[config.mk]
export PLATFORM = sky130hd
export DESIGN_NAME = dmem_seq_flat
export DESIGN_NICKNAME = d
export VERILOG_FILES = /design/src/rtl/mem_pkg.sv /design/src/rtl/dmem_seq_if.sv /design/src/rtl/load_ext.sv /design/src/rtl/dmem_seq.sv /design/src/flat_wrapper.sv
export SDC_FILE = /design/constraint.sdc
export NUM_CORES = 1
export LEC_CHECK = 0
export BUFFER_PORTS_ARGS = -buffer_cell sky130_fd_sc_hd__buf_4
export CORE_MARGIN = 5
export CORE_UTILIZATION = 57
export CTS_CLUSTER_DIAMETER = 50
export CTS_CLUSTER_SIZE = 14
export DETAILED_ROUTE_END_ITERATION = 10
export PLACE_DENSITY = 0.85
export RECOVER_POWER = 100
export SYNTH_ARGS = -nofsm -noshare
export SYNTH_HDL_FRONTEND = slang
export SYNTH_SLANG_ARGS = --single-unit
export TNS_END_PERCENT = 10
[constraint.sdc]
create_clock -name clk -period 5.2 [get_ports clk]
set_input_delay 0.52 -clock clk [delete_from_list [all_inputs] [get_ports clk]]
set_output_delay 0.52 -clock clk [all_outputs]
set_load 0.03 [all_outputs]
[src/rtl/mem_pkg.sv]
// rtl/mem_pkg.sv - shared types and helpers for the MEM-stage data-memory sequencer
package mem_pkg;

  typedef enum logic [1:0] {
    MEM_B = 2'd0,
    MEM_H = 2'd1,
    MEM_W = 2'd2
  } mem_size_t;

  typedef enum logic [1:0] {
    ST_IDLE   = 2'd0,
    ST_ACCESS = 2'd1,
    ST_DRAIN  = 2'd2,
    ST_DONE   = 2'd3
  } dmem_state_t;

  // Size code 3 is not a legal enum value and lands in the default word case.
  function automatic logic [2:0] size_to_bytes(input logic [1:0] sz);
    case (mem_size_t'(sz))
      MEM_B:   return 3'd1;
      MEM_H:   return 3'd2;
      default: return 3'd4;
    endcase
  endfunction

endpackage

[src/rtl/dmem_seq_if.sv]
// rtl/dmem_seq_if.sv - request, response and byte-SRAM signals of the sequencer
interface dmem_seq_if #(
  parameter int ADDR_W = 32,
  parameter int CNT_W  = 4
);
  logic              i_valid;
  logic              i_flush;
  logic              i_we;
  logic [1:0]        i_size;
  logic              i_unsigned;
  logic [ADDR_W-1:0] i_addr;
  logic [31:0]       i_wdata;
  logic              o_ready;
  logic [CNT_W-1:0]  o_mem_data_access;
  logic              o_mem_en;
  logic              o_mem_we;
  logic [ADDR_W-1:0] o_mem_addr;
  logic [7:0]        o_mem_wdata;
  logic [7:0]        i_mem_rdata;
  logic [31:0]       o_rdata;
  logic              o_rdata_valid;
  logic              o_st_done;

  modport slave (
    input  i_valid, i_flush, i_we, i_size, i_unsigned, i_addr, i_wdata, i_mem_rdata,
    output o_ready, o_mem_data_access, o_mem_en, o_mem_we, o_mem_addr, o_mem_wdata,
           o_rdata, o_rdata_valid, o_st_done
  );

  modport master (
    output i_valid, i_flush, i_we, i_size, i_unsigned, i_addr, i_wdata, i_mem_rdata,
    input  o_ready, o_mem_data_access, o_mem_en, o_mem_we, o_mem_addr, o_mem_wdata,
           o_rdata, o_rdata_valid, o_st_done
  );
endinterface

[src/rtl/load_ext.sv]
// rtl/load_ext.sv - sign/zero extension of a 1, 2 or 4 byte load value
module load_ext (
  input  logic [31:0] i_data,
  input  logic [2:0]  i_nbytes,
  input  logic        i_unsigned,
  output logic [31:0] o_data
);
  // Replicate the top bit of the loaded field unless zero-extension is requested.
  always_comb begin
    o_data = i_data;
    case (i_nbytes)
      3'd1:    o_data = {{24{i_data[7]  & ~i_unsigned}}, i_data[7:0]};
      3'd2:    o_data = {{16{i_data[15] & ~i_unsigned}}, i_data[15:0]};
      default: o_data = i_data;
    endcase
  end
endmodule

[src/rtl/dmem_seq.sv]
// rtl/dmem_seq.sv - splits loads/stores into byte beats on an 8-bit SRAM port
module dmem_seq
  import mem_pkg::*;
#(
  parameter int ADDR_W = 32,
  parameter int CNT_W  = 4
) (
  input logic       clk,
  input logic       rst,
  dmem_seq_if.slave bus
);

  dmem_state_t       r_state, w_next;
  logic              w_accept, w_ready, w_rvalid, w_stdone, w_last;
  logic [CNT_W-1:0]  w_access;
  logic [2:0]        w_n;
  logic              r_we, r_unsigned;
  logic [2:0]        r_nbytes;
  logic [1:0]        r_beat, r_last_beat;
  logic [23:0]       r_wsh;
  logic              r_mem_en, r_mem_we;
  logic [ADDR_W-1:0] r_mem_addr;
  logic [7:0]        r_mem_wdata;
  logic              r_rd_pend;
  logic [1:0]        r_rd_idx;
  logic [31:0]       r_asm, w_asm_next, w_ext, r_rdata;
  logic [4:0]        w_sh;

  assign w_last = (r_beat == r_last_beat);
  assign w_sh   = {r_rd_idx, 3'b000};

  // Drop the byte returned for the previous cycle's read into its lane.
  assign w_asm_next = r_rd_pend
      ? ((r_asm & ~(32'hFF << w_sh)) | ({24'h0, bus.i_mem_rdata} << w_sh))
      : r_asm;

  load_ext u_ext (
    .i_data     (w_asm_next),
    .i_nbytes   (r_nbytes),
    .i_unsigned (r_unsigned),
    .o_data     (w_ext)
  );

  // State register.
  always_ff @(posedge clk) begin
    if (rst) r_state <= ST_IDLE;
    else     r_state <= w_next;
  end

  // Next state, acceptance, stall-controller count and completion pulses.
  always_comb begin
    w_next   = r_state;
    w_accept = 1'b0;
    w_ready  = 1'b0;
    w_access = '0;
    w_rvalid = 1'b0;
    w_stdone = 1'b0;
    w_n      = size_to_bytes(bus.i_size);
    case (r_state)
      ST_IDLE: begin
        w_ready = 1'b1;
        if (bus.i_valid && !bus.i_flush) begin
          w_accept = 1'b1;
          w_access = CNT_W'(w_n) + CNT_W'(!bus.i_we);
          w_next   = ST_ACCESS;
        end
      end
      ST_ACCESS: if (w_last) w_next = r_we ? ST_DONE : ST_DRAIN;
      ST_DRAIN:  w_next = ST_DONE;
      ST_DONE: begin
        w_next   = ST_IDLE;
        w_rvalid = !r_we;
        w_stdone = r_we;
      end
      default:   w_next = ST_IDLE;
    endcase
  end

  // Request latch, beat generation and load-byte assembly.
  always_ff @(posedge clk) begin
    if (rst) begin
      r_we        <= 1'b0;
      r_unsigned  <= 1'b0;
      r_nbytes    <= 3'd0;
      r_beat      <= 2'd0;
      r_last_beat <= 2'd0;
      r_wsh       <= 24'h0;
      r_mem_en    <= 1'b0;
      r_mem_we    <= 1'b0;
      r_mem_addr  <= '0;
      r_mem_wdata <= 8'h0;
      r_rd_pend   <= 1'b0;
      r_rd_idx    <= 2'd0;
      r_asm       <= 32'h0;
      r_rdata     <= 32'h0;
    end else begin
      r_rd_pend <= r_mem_en && !r_mem_we;
      r_rd_idx  <= r_beat;
      r_asm     <= w_asm_next;
      if (r_state == ST_DRAIN) r_rdata <= w_ext;
      if (w_accept) begin
        r_we        <= bus.i_we;
        r_unsigned  <= bus.i_unsigned;
        r_nbytes    <= w_n;
        r_last_beat <= 2'(w_n - 3'd1);
        r_beat      <= 2'd0;
        r_wsh       <= bus.i_wdata[31:8];
        r_mem_en    <= 1'b1;
        r_mem_we    <= bus.i_we;
        r_mem_addr  <= bus.i_addr;
        r_mem_wdata <= bus.i_wdata[7:0];
        r_asm       <= 32'h0;
      end else if (r_state == ST_ACCESS) begin
        if (w_last) begin
          r_mem_en <= 1'b0;
          r_mem_we <= 1'b0;
        end else begin
          r_beat      <= r_beat + 2'd1;
          r_mem_addr  <= r_mem_addr + 1'b1;
          r_mem_wdata <= r_wsh[7:0];
          r_wsh       <= r_wsh >> 8;
        end
      end
    end
  end

  assign bus.o_ready           = w_ready;
  assign bus.o_mem_data_access = w_access;
  assign bus.o_mem_en          = r_mem_en;
  assign bus.o_mem_we          = r_mem_we;
  assign bus.o_mem_addr        = r_mem_addr;
  assign bus.o_mem_wdata       = r_mem_wdata;
  assign bus.o_rdata           = r_rdata;
  assign bus.o_rdata_valid     = w_rvalid;
  assign bus.o_st_done         = w_stdone;

endmodule

[src/flat_wrapper.sv]
// flat-port wrapper written by rule: the top's interface ports become plain ports
module dmem_seq_flat import mem_pkg::*;
#(
  parameter int ADDR_W = 32,
  parameter int CNT_W  = 4
)
  (clk, rst, bus_i_valid, bus_i_flush, bus_i_we, bus_i_size, bus_i_unsigned, bus_i_addr, bus_i_wdata, bus_i_mem_rdata, bus_o_ready, bus_o_mem_data_access, bus_o_mem_en, bus_o_mem_we, bus_o_mem_addr, bus_o_mem_wdata, bus_o_rdata, bus_o_rdata_valid, bus_o_st_done);
  dmem_seq_if #(.ADDR_W(ADDR_W), .CNT_W(CNT_W)) bus_i ();
  input logic clk;
  input logic rst;
  input wire logic [$bits(bus_i.i_valid)-1:0] bus_i_valid;
  input wire logic [$bits(bus_i.i_flush)-1:0] bus_i_flush;
  input wire logic [$bits(bus_i.i_we)-1:0] bus_i_we;
  input wire logic [$bits(bus_i.i_size)-1:0] bus_i_size;
  input wire logic [$bits(bus_i.i_unsigned)-1:0] bus_i_unsigned;
  input wire logic [$bits(bus_i.i_addr)-1:0] bus_i_addr;
  input wire logic [$bits(bus_i.i_wdata)-1:0] bus_i_wdata;
  input wire logic [$bits(bus_i.i_mem_rdata)-1:0] bus_i_mem_rdata;
  output wire logic [$bits(bus_i.o_ready)-1:0] bus_o_ready;
  output wire logic [$bits(bus_i.o_mem_data_access)-1:0] bus_o_mem_data_access;
  output wire logic [$bits(bus_i.o_mem_en)-1:0] bus_o_mem_en;
  output wire logic [$bits(bus_i.o_mem_we)-1:0] bus_o_mem_we;
  output wire logic [$bits(bus_i.o_mem_addr)-1:0] bus_o_mem_addr;
  output wire logic [$bits(bus_i.o_mem_wdata)-1:0] bus_o_mem_wdata;
  output wire logic [$bits(bus_i.o_rdata)-1:0] bus_o_rdata;
  output wire logic [$bits(bus_i.o_rdata_valid)-1:0] bus_o_rdata_valid;
  output wire logic [$bits(bus_i.o_st_done)-1:0] bus_o_st_done;
  assign bus_i.i_valid = bus_i_valid;
  assign bus_i.i_flush = bus_i_flush;
  assign bus_i.i_we = bus_i_we;
  assign bus_i.i_size = bus_i_size;
  assign bus_i.i_unsigned = bus_i_unsigned;
  assign bus_i.i_addr = bus_i_addr;
  assign bus_i.i_wdata = bus_i_wdata;
  assign bus_i.i_mem_rdata = bus_i_mem_rdata;
  assign bus_o_ready = bus_i.o_ready;
  assign bus_o_mem_data_access = bus_i.o_mem_data_access;
  assign bus_o_mem_en = bus_i.o_mem_en;
  assign bus_o_mem_we = bus_i.o_mem_we;
  assign bus_o_mem_addr = bus_i.o_mem_addr;
  assign bus_o_mem_wdata = bus_i.o_mem_wdata;
  assign bus_o_rdata = bus_i.o_rdata;
  assign bus_o_rdata_valid = bus_i.o_rdata_valid;
  assign bus_o_st_done = bus_i.o_st_done;
  dmem_seq #(.ADDR_W(ADDR_W), .CNT_W(CNT_W)) u_core (.clk(clk), .rst(rst), .bus(bus_i));
endmodule
# After elaboration in Yosys (flattened, before gate mapping)
# Index checks and enable logic that the tools add are counted.
[word_totals]
ff_bits = 144
inputBits = 80
[classes]
add_sub_neg = 4
n_eq_ne = 10
shifts = 2
n_mux = 27
n_bitwise = 7
reduce_logical = 15
[ops]
columns = ["operator", "count"]
rows = [
  ["two-way mux 32 bit", 4],
  ["two-way mux 24 bit", 3],
  ["one-hot mux 32 bit (2 select lines)", 1],
  ["adder 32 x 1 -> 32 bit (second input constant)", 1],
  ["bitwise AND 32 bit", 1],
  ["inverter 32 bit", 1],
  ["OR 32 bit", 1],
  ["left shift 8 x 5 -> 32 bit", 1],
  ["left shift 8 x 5 -> 32 bit (first input constant)", 1],
  ["two-way mux 8 bit", 3],
  ["two-way mux 1 bit", 10],
  ["two-way mux 4 bit", 2],
  ["one-hot mux 2 bit (4 select lines)", 1],
  ["AND reduction 2 bit", 4],
  ["!= test 2 x 1 -> 1 bit (second input constant)", 3],
  ["one-hot mux 3 bit (2 select lines)", 1],
  ["adder 3 x 1 -> 4 bit", 1],
  ["equality test 2 x 1 -> 1 bit (second input constant)", 2],
  ["equality test 2 bit (second input constant)", 2],
  ["zero test 1 bit", 4],
  ["zero test 2 bit", 2],
  ["two-way mux 2 bit", 2],
  ["nonzero test 2 bit", 2],
  ["equality test 3 x 1 -> 1 bit (second input constant)", 1],
  ["8 further kinds", 11],
]

# Depth between registers and ports, before layout
# Gate-level depths: netlist of run 1.
[logic_depth]
ltp_word = 7
depth_mapped = 8
ltp_nobuf = 7

# Cells and area by module
# Synthesis of run 1 repeated with hierarchy kept, for this count alone.
[hier_totals]
hier_cells = 731
area_unflattened_um2 = 6591.3
[modules_own_cells]
columns = ["module", "instances", "cells_each", "area_each_um2", "seq_area_each_um2"]
rows = [
  ["dmem_seq", 1, 679, 6212.2, 2882.8],
  ["load_ext", 1, 52, 379.1, 0.0],
]

# Worst setup path before layout of run 1
# OpenSTA, ideal clock, no wires.
[synth_timing]
path_type = "reg2out"
startpoint = "register u_core.r_state[0]"
endpoint = "output bus_o_mem_data_access[0]"
arrival_ns = 1.922
required_ns = 4.680
slack_ns = 2.758
path_stages_with_launch = 6
n_path_buf = 1
path_cell_list = "dfxtp_1 -> inv_1 -> ha_1 -> nor3b_1 -> clkbuf_1 -> and2_1"
[synth_via]
elab_chain_len = 2
[synth_lines]
columns = ["element", "line_no", "rtl"]
rows = [
  ["from (decl)", "dmem_seq.sv:13", "dmem_state_t r_state, w_next;"],
  ["from (signal assigned)", "dmem_seq.sv:47", "else r_state <= w_next;"],
  ["zero test 2 bit", "dmem_seq.sv:59", "case (r_state)"],
  ["two-way mux 4 bit", "dmem_seq.sv:59", ""],
  ["to (decl)", "flat_wrapper.sv:20", "output wire logic [$bits(bus_i.o_mem_data_access)-1:0] bus_o_mem_data_access;"],
]
# Every way passes these cells.

# Final worst setup path of run 1
[layout_timing]
startpoint = "register u_core.r_state[1]"
endpoint = "register u_core.r_mem_addr[28], in the netlist u_core.bus.o_mem_addr[28]"
[layout_via]
elab_chain_len = 4
word_cells_on_any_way = 7
[layout_lines]
columns = ["element", "line_no", "rtl"]
rows = [
  ["zero test 2 bit", "dmem_seq.sv:59", ""],
  ["two-way mux 1 bit", "dmem_seq.sv:59", ""],
  ["!= test 2 x 1 -> 1 bit (no source line) or nonzero test 2 bit (tied branches)", "n/a", ""],
  ["AND reduction 2 bit (no source line)", "n/a", ""],
  ["to (signal assigned)", "dmem_seq.sv:110", "r_mem_addr <= bus.i_addr;"],
  ["to (signal assigned)", "dmem_seq.sv:119", "r_mem_addr <= r_mem_addr + 1'b1;"],
  ["to (decl)", "dmem_seq.sv:22", "logic [ADDR_W-1:0] r_mem_addr;"],
]
# Parallel ways exist; a longest one is shown, timed or not.
# A chain may end at the register's enable or synchronous reset.

==> results of run 1 <==
[layer usage]
| metal | wire, µm | GRT usage | vias to the layer above | part of all wire |
|---|---|---|---|---|
| li1 | - | - | 2762 | - |
| met1 | 6840 | 0.321 | 2689 | 0.41 |
| met2 | 8130 | 0.433 | 241 | 0.49 |
| met3 | 1100 | 0.0557 | 44 | 0.067 |
| met4 | 453 | 0.0921 | 0 | 0.027 |
| met5 | 0 | 0 | - | 0 |
[final timing paths]
check                                      endpoint  slack (ns)
max reg2reg  u_core.bus.o_mem_addr[28]$_SDFFE_PP0P_        1.90
min reg2reg           u_core.r_wsh[23]$_SDFFE_PP0P_        0.47
min                   u_core.r_wsh[20]$_SDFFE_PP0P_        0.26
max          u_core.bus.o_mem_addr[28]$_SDFFE_PP0P_        1.90
[placed cells by master, fill, tap and decap left out, drive strengths merged, types with 3 or more instances in the layout]
cell,n
bufinv,3
o31ai,4
and2,5
xnor2,11
nand4,15
buf,85
a311oi,34
nand3,20
mux2i,32
dfxtp,144
or3,6
and3,6
nand2,78
or4,3
nor2,149
nand2b,3
nand3b,3
a211oi,48
xor2,16
a21oi,22
inv,14
nor2b,4
ha,6
nor3,12
o21ai,8
nor3b,4
or2,16
clkbuf,100
[worst max-delay path: stages, from the launching register on]
cell and delay, ns:
sky130_fd_sc_hd__dfxtp_1 0.32, sky130_fd_sc_hd__inv_1 0.12, sky130_fd_sc_hd__ha_1 0.31, sky130_fd_sc_hd__nand4_1 0.18, sky130_fd_sc_hd__a211oi_1 0.81, sky130_fd_sc_hd__nand4_1 0.53
sky130_fd_sc_hd__or4_1 0.66, sky130_fd_sc_hd__a311oi_1 0.25
[kinds of logic after synthesis]
logic type	share of synthesized area
simple gates	0.239
fa+ha+maj	0.0123
other cells	0.000614
flops	0.472
buf+inv	0.0361
mux	0.0525
compound gates	0.148
xor+xnor	0.0400
[synthesized netlist by cell type, drive strengths merged (4+ instances only)]
master  instances  area (µm²)
o21ai           8        40.0
ha              6        75.1
nor3b           4        30.0
o31ai           4        35.0
nor2b           4        25.0
a21oi          22         114
or3             6        37.5
nor3           12        60.1
a211oi         48         373
or2            16         100
xnor2          11         104
dfxtp         144        2880
inv             8        30.0
and2            5        31.3
and3            6        37.5
buf             5        25.0
nand2          78         293
nand4          15         109
clkbuf         44         165
nor2          149         559
nand3          20         100
mux2i          32         320
a311oi         34         298
xor2           16         140
[flip-flops by register name, summed over array words and instances (netlist names), 2 cells and up]
signal                  cells
u_core.r_rd_idx             2
u_core.r_wsh               24
u_core.r_last_beat          2
u_core.r_beat               2
u_core.bus.o_rdata         32
u_core.bus.o_mem_addr      32
u_core.r_asm               32
u_core.r_nbytes             3
u_core.bus.o_mem_wdata      8
u_core.r_state              2
[per-stage QoR]
| step | std cells | util | setup slack (ns) |
|---|---|---|---|
| 6_report | 998 | 0.734 | 1.90 |
| 5_1_grt | 998 | 0.734 | 1.47 |
| 4_1_cts | 998 | 0.767 | 2.30 |
| 3_5_place_dp | 966 | 0.707 | 2.51 |
| 3_3_place_gp | 966 | 0.707 | 2.61 |
| 2_1_floorplan | 714 | - | 2.76 |
[where the power goes]
group,switching (mW),internal [mW]
logic,0.301,0.144
registers,0.0645,1.18
clock network,0.494,0.772
total,0.860,2.10
[area by class of cell]
type,instances,area [µm²]
inverter,8,30.0
clock buffer,20,445
fill,841,2750
sequential,144,2880
timing repair buffer,165,940
tap,136,170
clock inverter,12,173
multi-input combinational,513,2980
==> run_summary.xml, run 1 <==
<?xml version="1.0" encoding="UTF-8"?>
<metrics>
  <group name="drt">
    <metric name="drt.antenna.violating_nets" unit="">0</metric>
    <metric name="viasPerCell" unit="">5.75</metric>
    <metric name="route.detailed.wl_per_inst" unit="µm">16.6</metric>
    <metric name="detailroute.via_count" unit="">5736</metric>
    <metric name="starting_drc_count_in_detailed_routing" unit="">484</metric>
    <metric name="drt_wl_total" unit="mm">16.5</metric>
    <metric name="post-route-drc-count" unit="">0</metric>
    <metric name="drt_pass1_iterations" unit="">5</metric>
  </group>
  <group name="cts">
    <metric name="ctsHoldBuffers" unit="">0</metric>
    <metric name="cts_max_path_buffers" unit="">2</metric>
    <metric name="cts_root_buffer" unit="">sky130_fd_sc_hd__clkbuf_8</metric>
    <metric name="insertion_delay" unit="ns">0.52</metric>
    <metric name="cts_tree" unit="">done</metric>
    <metric name="cts_buffers" unit="">17</metric>
    <metric name="htreeDepth" unit="">4</metric>
    <metric name="clk_pin_slew" unit="ns">0.07</metric>
    <metric name="clock_sinks" unit="">144</metric>
    <metric name="postCtsSetupRepairBufs" unit="">0</metric>
    <metric name="cts_repair_resize_count" unit="">0</metric>
  </group>
  <group name="timing">
    <metric name="period_needed" unit="ns">3.30</metric>
    <metric name="finalSetupViolCount" unit="">0</metric>
    <metric name="slew_headroom" unit="">-0.488</metric>
    <metric name="skew" unit="ns">0.0127</metric>
    <metric name="drv_slew" unit="">112</metric>
    <metric name="layout_worst_path_cycle_share" unit="">0.635</metric>
    <metric name="totalNegativeSetupSlack" unit="ns">0</metric>
    <metric name="unrepaired_setup_endpoints_after_global_routing" unit="">no</metric>
    <metric name="hold_viol_final" unit="">0</metric>
    <metric name="max_clock_freq" unit="MHz">303</metric>
    <metric name="holdWs" unit="ns">0.256</metric>
    <metric name="worst_slew_pin_slew" unit="ns">2.23</metric>
  </group>
  <group name="global_route">
    <metric name="antenna_found_initial" unit="">0</metric>
    <metric name="global_route.overflow_total" unit="">0</metric>
    <metric name="groute.usage.overall" unit="">0.256</metric>
    <metric name="grt_pass1_vias" unit="">5670</metric>
    <metric name="maximum_number_of_pins_on_one_net_before_global_route_repair" unit="">112</metric>
    <metric name="grt_first_pass_wirelength" unit="mm">27.1</metric>
  </group>
  <group name="synthesis">
    <metric name="netlist-cell-type-count" unit="">41</metric>
    <metric name="post_synth.cell_area_avg" unit="µm²">8.55</metric>
    <metric name="async_flop_share" unit="">0</metric>
    <metric name="yosysWarningCount" unit="">0</metric>
    <metric name="syn-instance-count" unit="">714</metric>
    <metric name="ys.flop_type" unit="">sky130_fd_sc_hd__dfxtp_1</metric>
    <metric name="synth.net_count" unit="">800</metric>
    <metric name="netlist_area_before_placement" unit="µm²">6110</metric>
    <metric name="number_of_enable_type_register_cells_in_the_synthesized_netlist" unit="">0</metric>
    <metric name="ys_seq_elements" unit="">144</metric>
    <metric name="synth.yosys.seq_area_share" unit="">0.472</metric>
  </group>
  <group name="worst_setup_path">
    <metric name="timing.critical_path.required" unit="ns">5.59</metric>
    <metric name="critPathLaunchType" unit="">flip-flop</metric>
    <metric name="critPathKind" unit="">flip-flop to flip-flop</metric>
    <metric name="critPathMaxFanout" unit="">9</metric>
    <metric name="worst-endpoint-arrival" unit="ns">3.69</metric>
    <metric name="crit_path_start" unit="">u_core.r_state[1]$_SDFFE_PP0P_</metric>
    <metric name="kind_of_capture_point_of_the_worst_setup_path" unit="">flip-flop</metric>
    <metric name="r2r-start" unit="">u_core.r_state[1]$_SDFFE_PP0P_</metric>
    <metric name="worst_r2r_path_depth" unit="">7</metric>
  </group>
  <group name="place">
    <metric name="place_congestion" unit="">0.868</metric>
    <metric name="port_buffers" unit="">159</metric>
    <metric name="place_area" unit="µm²">7330</metric>
    <metric name="hpwl" unit="mm">11.2</metric>
  </group>
  <group name="floorplanning">
    <metric name="fp.coreArea" unit="µm²">10400</metric>
    <metric name="fp.dieH" unit="µm">114</metric>
    <metric name="die_width" unit="µm">114</metric>
    <metric name="fp-row-count" unit="">37</metric>
    <metric name="top_level_ports" unit="">161</metric>
    <metric name="dieArea" unit="µm²">12900</metric>
    <metric name="initial_utilization" unit="">0.589</metric>
  </group>
  <group name="power">
    <metric name="peakVddDrop" unit="V">0.000213</metric>
    <metric name="post-layout-total-power" unit="mW">2.96</metric>
    <metric name="power-per-cell-area" unit="nW/µm²">388</metric>
    <metric name="power.static_leakage" unit="nW">2.96</metric>
  </group>
  <group name="outcome">
    <metric name="status" unit="">finished, violations left</metric>
    <metric name="violations" unit="">capacitance limit, slew limit</metric>
  </group>
  <group name="worst_hold_path">
    <metric name="worst_hold_path_type" unit="">input port to flip-flop</metric>
    <metric name="worst_hold_path.num_cells" unit="">3</metric>
    <metric name="min-delay-start" unit="">bus_i_wdata[28]</metric>
  </group>
  <group name="cells_and_area">
    <metric name="post-route-cell-area" unit="µm²">7620</metric>
    <metric name="antenna-diode-count" unit="">0</metric>
    <metric name="area.growth.synth_to_final" unit="%">24.7</metric>
    <metric name="fin_nets" unit="">935</metric>
    <metric name="final_layout_size_suffix_gt1_frac" unit="">0.158</metric>
  </group>
  <group name="run">
    <metric name="cap_viol_max_count" unit="">1</metric>
  </group>
</metrics>
No activity file was read; power rests on OpenSTA's default activity.
==> inputs of run 2 (changes only) <==
--- a/config.mk
+++ b/config.mk
@@ -7,11 +7,11 @@
 export LEC_CHECK = 0
 export BUFFER_PORTS_ARGS = -buffer_cell sky130_fd_sc_hd__buf_4
 export CORE_MARGIN = 5
-export CORE_UTILIZATION = 57
+export CORE_UTILIZATION = 53
 export CTS_CLUSTER_DIAMETER = 50
 export CTS_CLUSTER_SIZE = 14
 export DETAILED_ROUTE_END_ITERATION = 10
-export PLACE_DENSITY = 0.85
+export PLACE_DENSITY = 0.8
 export RECOVER_POWER = 100
 export SYNTH_ARGS = -nofsm -noshare
 export SYNTH_HDL_FRONTEND = slang
==> constraint.sdc (replaced) <==
create_clock -name clk -period 3.28 [get_ports clk]
set_input_delay 0.328 -clock clk [delete_from_list [all_inputs] [get_ports clk]]
set_output_delay 0.328 -clock clk [all_outputs]
set_load 0.03 [all_outputs]
==> run 2 against run 1 <==
Sequential cell count did not move. Non-clock buffer count grew 2. Hold slack got worse by 0.093 ns. Worst setup slack worse by 1.4 ns. The flow now finishes without violations. Power increased by 57%. Combinational power increased by 60%.
==> run_summary.xml, run 2 (synthesis gave the netlist of run 1 again) <==
<?xml version="1.0" encoding="UTF-8"?>
<metrics>
  <group name="timing">
    <metric name="skew" unit="ns">0.0101</metric>
    <metric name="layout_worst_path_cycle_share" unit="">0.860</metric>
    <metric name="slew_headroom" unit="">0.0297</metric>
    <metric name="finalSetupViolCount" unit="">0</metric>
    <metric name="unrepaired_setup_endpoints_after_global_routing" unit="">no</metric>
    <metric name="drv_slew" unit="">0</metric>
    <metric name="totalNegativeSetupSlack" unit="ns">0</metric>
    <metric name="period_needed" unit="ns">2.82</metric>
    <metric name="worst_slew_pin_slew" unit="ns">1.46</metric>
    <metric name="max_clock_freq" unit="MHz">354</metric>
    <metric name="hold_viol_final" unit="">0</metric>
  </group>
  <group name="global_route">
    <metric name="global_route.usage.met2" unit="">0.366</metric>
    <metric name="globalRouteMet3Util" unit="">0.0683</metric>
    <metric name="globalRoute.busiestLayer" unit="">met2</metric>
    <metric name="maximum_number_of_pins_on_one_net_before_global_route_repair" unit="">75</metric>
    <metric name="grt.met1_usage" unit="">0.282</metric>
    <metric name="grt_first_pass_wirelength" unit="mm">26.4</metric>
    <metric name="grt_pass1_vias" unit="">5503</metric>
    <metric name="global_route.overflow_total" unit="">0</metric>
    <metric name="antenna_found_initial" unit="">0</metric>
    <metric name="groute.usage.overall" unit="">0.226</metric>
  </group>
  <group name="power">
    <metric name="power-per-cell-area" unit="nW/µm²">607</metric>
    <metric name="power.static_leakage" unit="nW">2.96</metric>
    <metric name="post-layout-total-power" unit="mW">4.65</metric>
    <metric name="peakVddDrop" unit="V">0.000436</metric>
  </group>
  <group name="worst_setup_path">
    <metric name="timing.critical_path.required" unit="ns">3.59</metric>
    <metric name="kind_of_capture_point_of_the_worst_setup_path" unit="">flip-flop</metric>
    <metric name="slowest_stage" unit="">sky130_fd_sc_hd__a21oi_1</metric>
    <metric name="critPathMaxFanout" unit="">10</metric>
    <metric name="critical_path.max_stage_delay" unit="ns">0.69</metric>
    <metric name="timing.critical_path.mode_cell" unit="">sky130_fd_sc_hd__nand4_1</metric>
    <metric name="critPathLaunchType" unit="">flip-flop</metric>
    <metric name="worst-path-buf-inv" unit="">1</metric>
    <metric name="r2r_slack" unit="ns">0.46</metric>
    <metric name="worst-endpoint-arrival" unit="ns">3.13</metric>
    <metric name="worstPathCellList" unit="">inv_1 &gt; ha_1 &gt; nand4_1 &gt; a21oi_1 &gt; nand4_1 &gt; or3_1 &gt; a311oi_1</metric>
    <metric name="critPathKind" unit="">flip-flop to flip-flop</metric>
    <metric name="crit_family" unit="">simple AND/OR/NAND/NOR gates</metric>
  </group>
  <group name="cts">
    <metric name="htreeDepth" unit="">4</metric>
    <metric name="ctsHoldBuffers" unit="">0</metric>
    <metric name="cts_root_buffer" unit="">sky130_fd_sc_hd__clkbuf_16</metric>
    <metric name="cts_buffers" unit="">17</metric>
    <metric name="postCtsSetupRepairBufs" unit="">0</metric>
    <metric name="cts_max_path_buffers" unit="">2</metric>
    <metric name="cts_tree" unit="">done</metric>
    <metric name="cts_repair_resize_count" unit="">0</metric>
    <metric name="clk_pin_slew" unit="ns">0.06</metric>
    <metric name="clock_sinks" unit="">144</metric>
    <metric name="insertion_delay" unit="ns">0.41</metric>
  </group>
  <group name="cells_and_area">
    <metric name="area.growth.synth_to_final" unit="%">25.4</metric>
    <metric name="antenna-diode-count" unit="">0</metric>
    <metric name="layout_common_cells" unit="">sky130_fd_sc_hd__nor2_1 (149), sky130_fd_sc_hd__dfxtp_1 (144), sky130_fd_sc_hd__buf_4 (83)</metric>
    <metric name="final_layout_size_suffix_gt1_frac" unit="">0.160</metric>
    <metric name="most_common_cell_after_layout_fill_and_taps_aside" unit="">sky130_fd_sc_hd__nor2_1</metric>
    <metric name="area_occupied_by_multi_input_gates" unit="µm²">2990</metric>
    <metric name="nFillCells" unit="">1011</metric>
    <metric name="seqCellArea" unit="µm²">2880</metric>
    <metric name="fin_nets" unit="">937</metric>
  </group>
  <group name="floorplanning">
    <metric name="dieArea" unit="µm²">13800</metric>
    <metric name="fp-row-count" unit="">39</metric>
    <metric name="die_width" unit="µm">117</metric>
    <metric name="fp.coreArea" unit="µm²">11400</metric>
    <metric name="top_level_ports" unit="">161</metric>
    <metric name="initial_utilization" unit="">0.537</metric>
    <metric name="fp.dieH" unit="µm">117</metric>
  </group>
  <group name="drt">
    <metric name="drt.antenna.violating_nets" unit="">0</metric>
    <metric name="drt_wl_total" unit="mm">16.0</metric>
    <metric name="viasPerCell" unit="">5.52</metric>
    <metric name="starting_drc_count_in_detailed_routing" unit="">337</metric>
    <metric name="post-route-drc-count" unit="">0</metric>
    <metric name="detailroute.via_count" unit="">5558</metric>
    <metric name="drt_pass1_iterations" unit="">4</metric>
    <metric name="route.detailed.wl_per_inst" unit="µm">15.9</metric>
  </group>
  <group name="place">
    <metric name="port_buffers" unit="">159</metric>
    <metric name="hpwl" unit="mm">11.2</metric>
    <metric name="place_congestion" unit="">0.870</metric>
  </group>
  <group name="outcome">
    <metric name="status" unit="">completed</metric>
  </group>
  <group name="run">
    <metric name="cap_viol_max_count" unit="">0</metric>
  </group>
  <group name="worst_hold_path">
    <metric name="worst_hold_path_type" unit="">input port to flip-flop</metric>
  </group>
</metrics>
-- run 2: changes by cell type in the layout (fill, tap and decap cells not counted), moves of 2 or more --
cell                         delta
sky130_fd_sc_hd__inv_6          -2
sky130_fd_sc_hd__clkbuf_2       +2
sky130_fd_sc_hd__buf_12         +2
sky130_fd_sc_hd__clkbuf_8       -2
sky130_fd_sc_hd__inv_8          -2
sky130_fd_sc_hd__clkinv_2       +2
sky130_fd_sc_hd__buf_4          -2
sky130_fd_sc_hd__clkinvlp_4     +2
-- run 2: report_power, final --
part / internal (mW) / switching, mW / total (mW) / leakage [nW]
registers: 1.87 / 0.101 / 1.98 / 1.17
clock network: 1.22 / 0.741 / 1.96 / 0.287
logic: 0.235 / 0.477 / 0.712 / 1.50
-- run 2: metrics by stage --
step	worst slack [ns]	cell area [µm²]	hold slack (ns)	instances	utilization
4_1_cts	0.638	7990	0.151	1007	0.702
3_3_place_gp	0.942	7380	0.455	975	0.649
6_report	0.459	7660	0.163	1007	0.674
5_1_grt	0.251	7660	0.149	1007	0.674
3_5_place_dp	0.801	7380	0.462	975	0.649
2_1_floorplan	0.973	6110	0.445	714	-
-- run 2: cell type report --
cell class                      count  area share
Sequential cell                   144       0.376
Tap cell                          143      0.0234
Inverter                            8     0.00392
Clock inverter                     12      0.0206
Timing Repair Buffer              167       0.127
Multi-Input combinational cell    513       0.390
Clock buffer                       20      0.0583
-- run 2: layer usage --
| metal | vias to the layer above | share of wire |
|---|---|---|
| li1 | 2763 | - |
| met1 | 2611 | 0.44 |
| met2 | 165 | 0.48 |
| met3 | 19 | 0.065 |
| met4 | 0 | 0.018 |
| met5 | - | 0 |
-- run 2: final timing paths --
path / from / end / depth (start not counted)
worst max-delay path: u_core.r_state[1]$_SDFFE_PP0P_ / u_core.bus.o_mem_addr[27]$_SDFFE_PP0P_ / 7
worst min-delay path: bus_i_wdata[31] / u_core.r_wsh[23]$_SDFFE_PP0P_ / 3
worst max register to register: u_core.r_state[1]$_SDFFE_PP0P_ / u_core.bus.o_mem_addr[27]$_SDFFE_PP0P_ / 7
worst min register to register: u_core.bus.o_mem_we$_SDFFE_PP0P_ / u_core.r_rd_pend$_SDFF_PP0_ / 1
-- run 2: tightest hold or removal path, cell delays in order --
cell	delay, ns
sky130_fd_sc_hd__buf_4	0.11
sky130_fd_sc_hd__nand2_1	0.04
sky130_fd_sc_hd__a21oi_1	0.05
==> inputs of run 3 (changes only) <==
--- a/config.mk
+++ b/config.mk
@@ -7,11 +7,10 @@
 export LEC_CHECK = 0
 export BUFFER_PORTS_ARGS = -buffer_cell sky130_fd_sc_hd__buf_4
 export CORE_MARGIN = 5
-export CORE_UTILIZATION = 53
+export CORE_UTILIZATION = 35
 export CTS_CLUSTER_DIAMETER = 50
 export CTS_CLUSTER_SIZE = 14
 export DETAILED_ROUTE_END_ITERATION = 10
-export PLACE_DENSITY = 0.8
 export RECOVER_POWER = 100
 export SYNTH_ARGS = -nofsm -noshare
 export SYNTH_HDL_FRONTEND = slang
==> constraint.sdc (replaced) <==
create_clock -name clk -period 3.28 [get_ports clk]
set_input_delay 0 -clock clk [delete_from_list [all_inputs] [get_ports clk]]
set_output_delay 0 -clock clk [all_outputs]
set_load 0.03 [all_outputs]
==> run 3 against run 2 <==
Critical path depth is 1 higher. Largest power group unchanged. Die area increased by 47%. Power rose by 0.71%. Largest cell class unchanged. The run now ends with capacitance limit, slew limit left. First-iteration DRC count fell by 26%. Wire length grew 10%. Via count increased by 4.5%.
==> run_summary.xml, run 3 (synthesis gave the netlist of run 1 again) <==
<?xml version="1.0" encoding="UTF-8"?>
<metrics>
  <group name="outcome">
    <metric name="status" unit="">finished, violations left</metric>
    <metric name="violations" unit="">capacitance limit, slew limit</metric>
  </group>
  <group name="drt">
    <metric name="drt_wl_total" unit="mm">17.7</metric>
    <metric name="starting_drc_count_in_detailed_routing" unit="">249</metric>
    <metric name="route.detailed.wl_per_inst" unit="µm">15.1</metric>
    <metric name="drt_pass1_iterations" unit="">4</metric>
    <metric name="detailroute.via_count" unit="">5808</metric>
    <metric name="post-route-drc-count" unit="">0</metric>
    <metric name="viasPerCell" unit="">4.97</metric>
    <metric name="drt.antenna.violating_nets" unit="">0</metric>
  </group>
  <group name="cells_and_area">
    <metric name="finish.utilization" unit="">0.495</metric>
    <metric name="seqCellArea" unit="µm²">2880</metric>
    <metric name="fin_nets" unit="">1022</metric>
    <metric name="most_common_cell_after_layout_fill_and_taps_aside" unit="">sky130_fd_sc_hd__nor2_1</metric>
    <metric name="layout_common_cells" unit="">sky130_fd_sc_hd__nor2_1 (149), sky130_fd_sc_hd__dfxtp_1 (144), sky130_fd_sc_hd__buf_4 (85)</metric>
    <metric name="area.growth.synth_to_final" unit="%">39.7</metric>
    <metric name="post-route-cell-area" unit="µm²">8530</metric>
    <metric name="antenna-diode-count" unit="">0</metric>
    <metric name="final_layout_size_suffix_gt1_frac" unit="">0.140</metric>
    <metric name="area_occupied_by_multi_input_gates" unit="µm²">2980</metric>
    <metric name="number_of_standard_cells_in_the_final_layout_excluding_fillers" unit="">1169</metric>
    <metric name="nFillCells" unit="">1724</metric>
  </group>
  <group name="place">
    <metric name="port_buffers" unit="">159</metric>
    <metric name="place_inst" unit="">1060</metric>
    <metric name="hpwl" unit="mm">11.7</metric>
    <metric name="place_area" unit="µm²">7480</metric>
    <metric name="place_congestion" unit="">0.791</metric>
  </group>
  <group name="cts">
    <metric name="clk_pin_slew" unit="ns">0.06</metric>
    <metric name="cts_tree" unit="">done</metric>
    <metric name="clock_sinks" unit="">144</metric>
    <metric name="cts_max_path_buffers" unit="">2</metric>
    <metric name="insertion_delay" unit="ns">0.41</metric>
    <metric name="htreeDepth" unit="">4</metric>
    <metric name="cts_buffers" unit="">17</metric>
    <metric name="cts_root_buffer" unit="">sky130_fd_sc_hd__clkbuf_16</metric>
  </group>
  <group name="timing">
    <metric name="unrepaired_setup_endpoints_after_global_routing" unit="">no</metric>
    <metric name="period_needed" unit="ns">2.81</metric>
    <metric name="skew" unit="ns">0.00560</metric>
    <metric name="layout_worst_path_cycle_share" unit="">0.856</metric>
    <metric name="finalSetupViolCount" unit="">0</metric>
    <metric name="slew_headroom" unit="">-0.0328</metric>
    <metric name="max_clock_freq" unit="MHz">356</metric>
    <metric name="worst_slew_pin_slew" unit="ns">1.55</metric>
    <metric name="totalNegativeSetupSlack" unit="ns">0</metric>
    <metric name="hold_viol_final" unit="">0</metric>
    <metric name="drv_slew" unit="">72</metric>
  </group>
  <group name="worst_hold_path">
    <metric name="worst_hold_path_type" unit="">input port to flip-flop</metric>
    <metric name="worst_hold_path.num_cells" unit="">5</metric>
    <metric name="hold-path-endpoint" unit="">u_core.bus.o_mem_en$_SDFFE_PP0P_</metric>
    <metric name="min-delay-start" unit="">bus_i_valid</metric>
  </group>
  <group name="global_route">
    <metric name="global_route.overflow_total" unit="">0</metric>
    <metric name="maximum_number_of_pins_on_one_net_before_global_route_repair" unit="">83</metric>
    <metric name="antenna_found_initial" unit="">0</metric>
    <metric name="groute.usage.overall" unit="">0.177</metric>
    <metric name="grt_first_pass_wirelength" unit="mm">29.1</metric>
    <metric name="grt_pass1_vias" unit="">5732</metric>
  </group>
  <group name="worst_setup_path">
    <metric name="critPathLaunchType" unit="">flip-flop</metric>
    <metric name="worst_r2r_path_depth" unit="">8</metric>
    <metric name="critical_register_to_register_path_endpoint" unit="">u_core.bus.o_mem_addr[30]$_SDFFE_PP0P_</metric>
    <metric name="r2r_slack" unit="ns">0.47</metric>
    <metric name="r2r-start" unit="">u_core.r_state[1]$_SDFFE_PP0P_</metric>
    <metric name="critPathMaxFanout" unit="">9</metric>
    <metric name="worst-endpoint-arrival" unit="ns">3.10</metric>
    <metric name="kind_of_capture_point_of_the_worst_setup_path" unit="">flip-flop</metric>
    <metric name="timing.critical_path.required" unit="ns">3.57</metric>
    <metric name="critPathKind" unit="">flip-flop to flip-flop</metric>
  </group>
  <group name="power">
    <metric name="power-per-cell-area" unit="nW/µm²">549</metric>
    <metric name="peakVddDrop" unit="V">0.000386</metric>
    <metric name="power.static_leakage" unit="nW">3.29</metric>
    <metric name="post-layout-total-power" unit="mW">4.68</metric>
  </group>
  <group name="floorplanning">
    <metric name="top_level_ports" unit="">161</metric>
    <metric name="initial_utilization" unit="">0.354</metric>
    <metric name="fp.dieH" unit="µm">142</metric>
    <metric name="dieArea" unit="µm²">20200</metric>
    <metric name="fp.coreArea" unit="µm²">17200</metric>
    <metric name="die_width" unit="µm">142</metric>
    <metric name="fp-row-count" unit="">48</metric>
  </group>
  <group name="run">
    <metric name="cap_viol_max_count" unit="">1</metric>
  </group>
</metrics>
## run 3: cell count changes in the layout (fill, tap and decap cells not counted)
cell / change
sky130_fd_sc_hd__buf_4: +2
sky130_fd_sc_hd__inv_6: -2
sky130_fd_sc_hd__clkinv_2: -1
sky130_fd_sc_hd__clkinvlp_4: -2
sky130_fd_sc_hd__o31ai_1: +1
sky130_fd_sc_hd__o31ai_2: -1
sky130_fd_sc_hd__clkbuf_8: +1
sky130_fd_sc_hd__buf_12: -2
sky130_fd_sc_hd__clkbuf_1: +3
sky130_fd_sc_hd__dlygate4sd3_1: +82
sky130_fd_sc_hd__clkinv_4: -1
## run 3: critical path: stages, from the launching register on
cell                       delay (ns)
sky130_fd_sc_hd__dfxtp_1         0.32
sky130_fd_sc_hd__inv_1           0.12
sky130_fd_sc_hd__ha_1            0.27
sky130_fd_sc_hd__nand4_1         0.19
sky130_fd_sc_hd__a211oi_4        0.18
sky130_fd_sc_hd__clkbuf_1        0.36
sky130_fd_sc_hd__nand4_1         0.39
sky130_fd_sc_hd__or4_1           0.60
sky130_fd_sc_hd__a311oi_1        0.26
## run 3: how the worst max path moves through the flow
stage	from	endpoint	slack, ns	cells past startpoint
after CTS	u_core.r_state[0]$_SDFFE_PP0P_	u_core.r_last_beat[0]$_SDFFE_PP0P_	0.63	8
after global routing	u_core.r_state[1]$_SDFFE_PP0P_	u_core.bus.o_mem_addr[30]$_SDFFE_PP0P_	0.24	8
after detailed placement	u_core.bus.o_mem_addr[11]$_SDFFE_PP0P_	u_core.bus.o_mem_addr[30]$_SDFFE_PP0P_	0.90	5
after global placement	u_core.r_state[1]$_SDFFE_PP0P_	u_core.bus.o_mem_addr[30]$_SDFFE_PP0P_	1.02	8
final	u_core.r_state[1]$_SDFFE_PP0P_	u_core.bus.o_mem_addr[30]$_SDFFE_PP0P_	0.47	8
after floorplan	u_core.bus.o_mem_addr[0]$_SDFFE_PP0P_	u_core.bus.o_mem_addr[30]$_SDFFE_PP0P_	0.97	6
## run 3: repair_timing
item / in CTS / in global routing
gates resized for setup: 0 / 0
hold endpoints to repair: 105 / 0
hold buffers: 82 / 0
buffers inserted: 0 / 0
## run 3: metal layers
metal	vias to the layer above	GRT usage	wire length, µm
li1	2927	-	-
met1	2705	0.230	7960
met2	159	0.290	8370
met3	17	0.0517	1120
met4	0	0.0439	231
met5	-	0	0
## run 3: final cells by class
cell class / count / area share
tap: 225 / 0.0330
clock inverter: 6 / 0.0131
multi-input combinational: 513 / 0.350
sequential: 144 / 0.338
timing repair buffer: 252 / 0.209
clock buffer: 21 / 0.0540
inverter: 8 / 0.00352
## run 3: through the flow
stage                     hold WS (ns)  setup WS, ns
final                            0.119         0.472
after global routing             0.167         0.242
after CTS                       0.0449         0.632
after detailed placement         0.261         0.902
after global placement           0.248          1.02
after floorplan                  0.136         0.973
## run 3: power by group
group	internal [mW]	switching, mW	total, mW	leakage [nW]
sequential	1.87	0.0966	1.97	1.17
clock	1.21	0.704	1.92	0.277
combinational	0.294	0.497	0.791	1.84
total	3.38	1.30	4.68	3.29
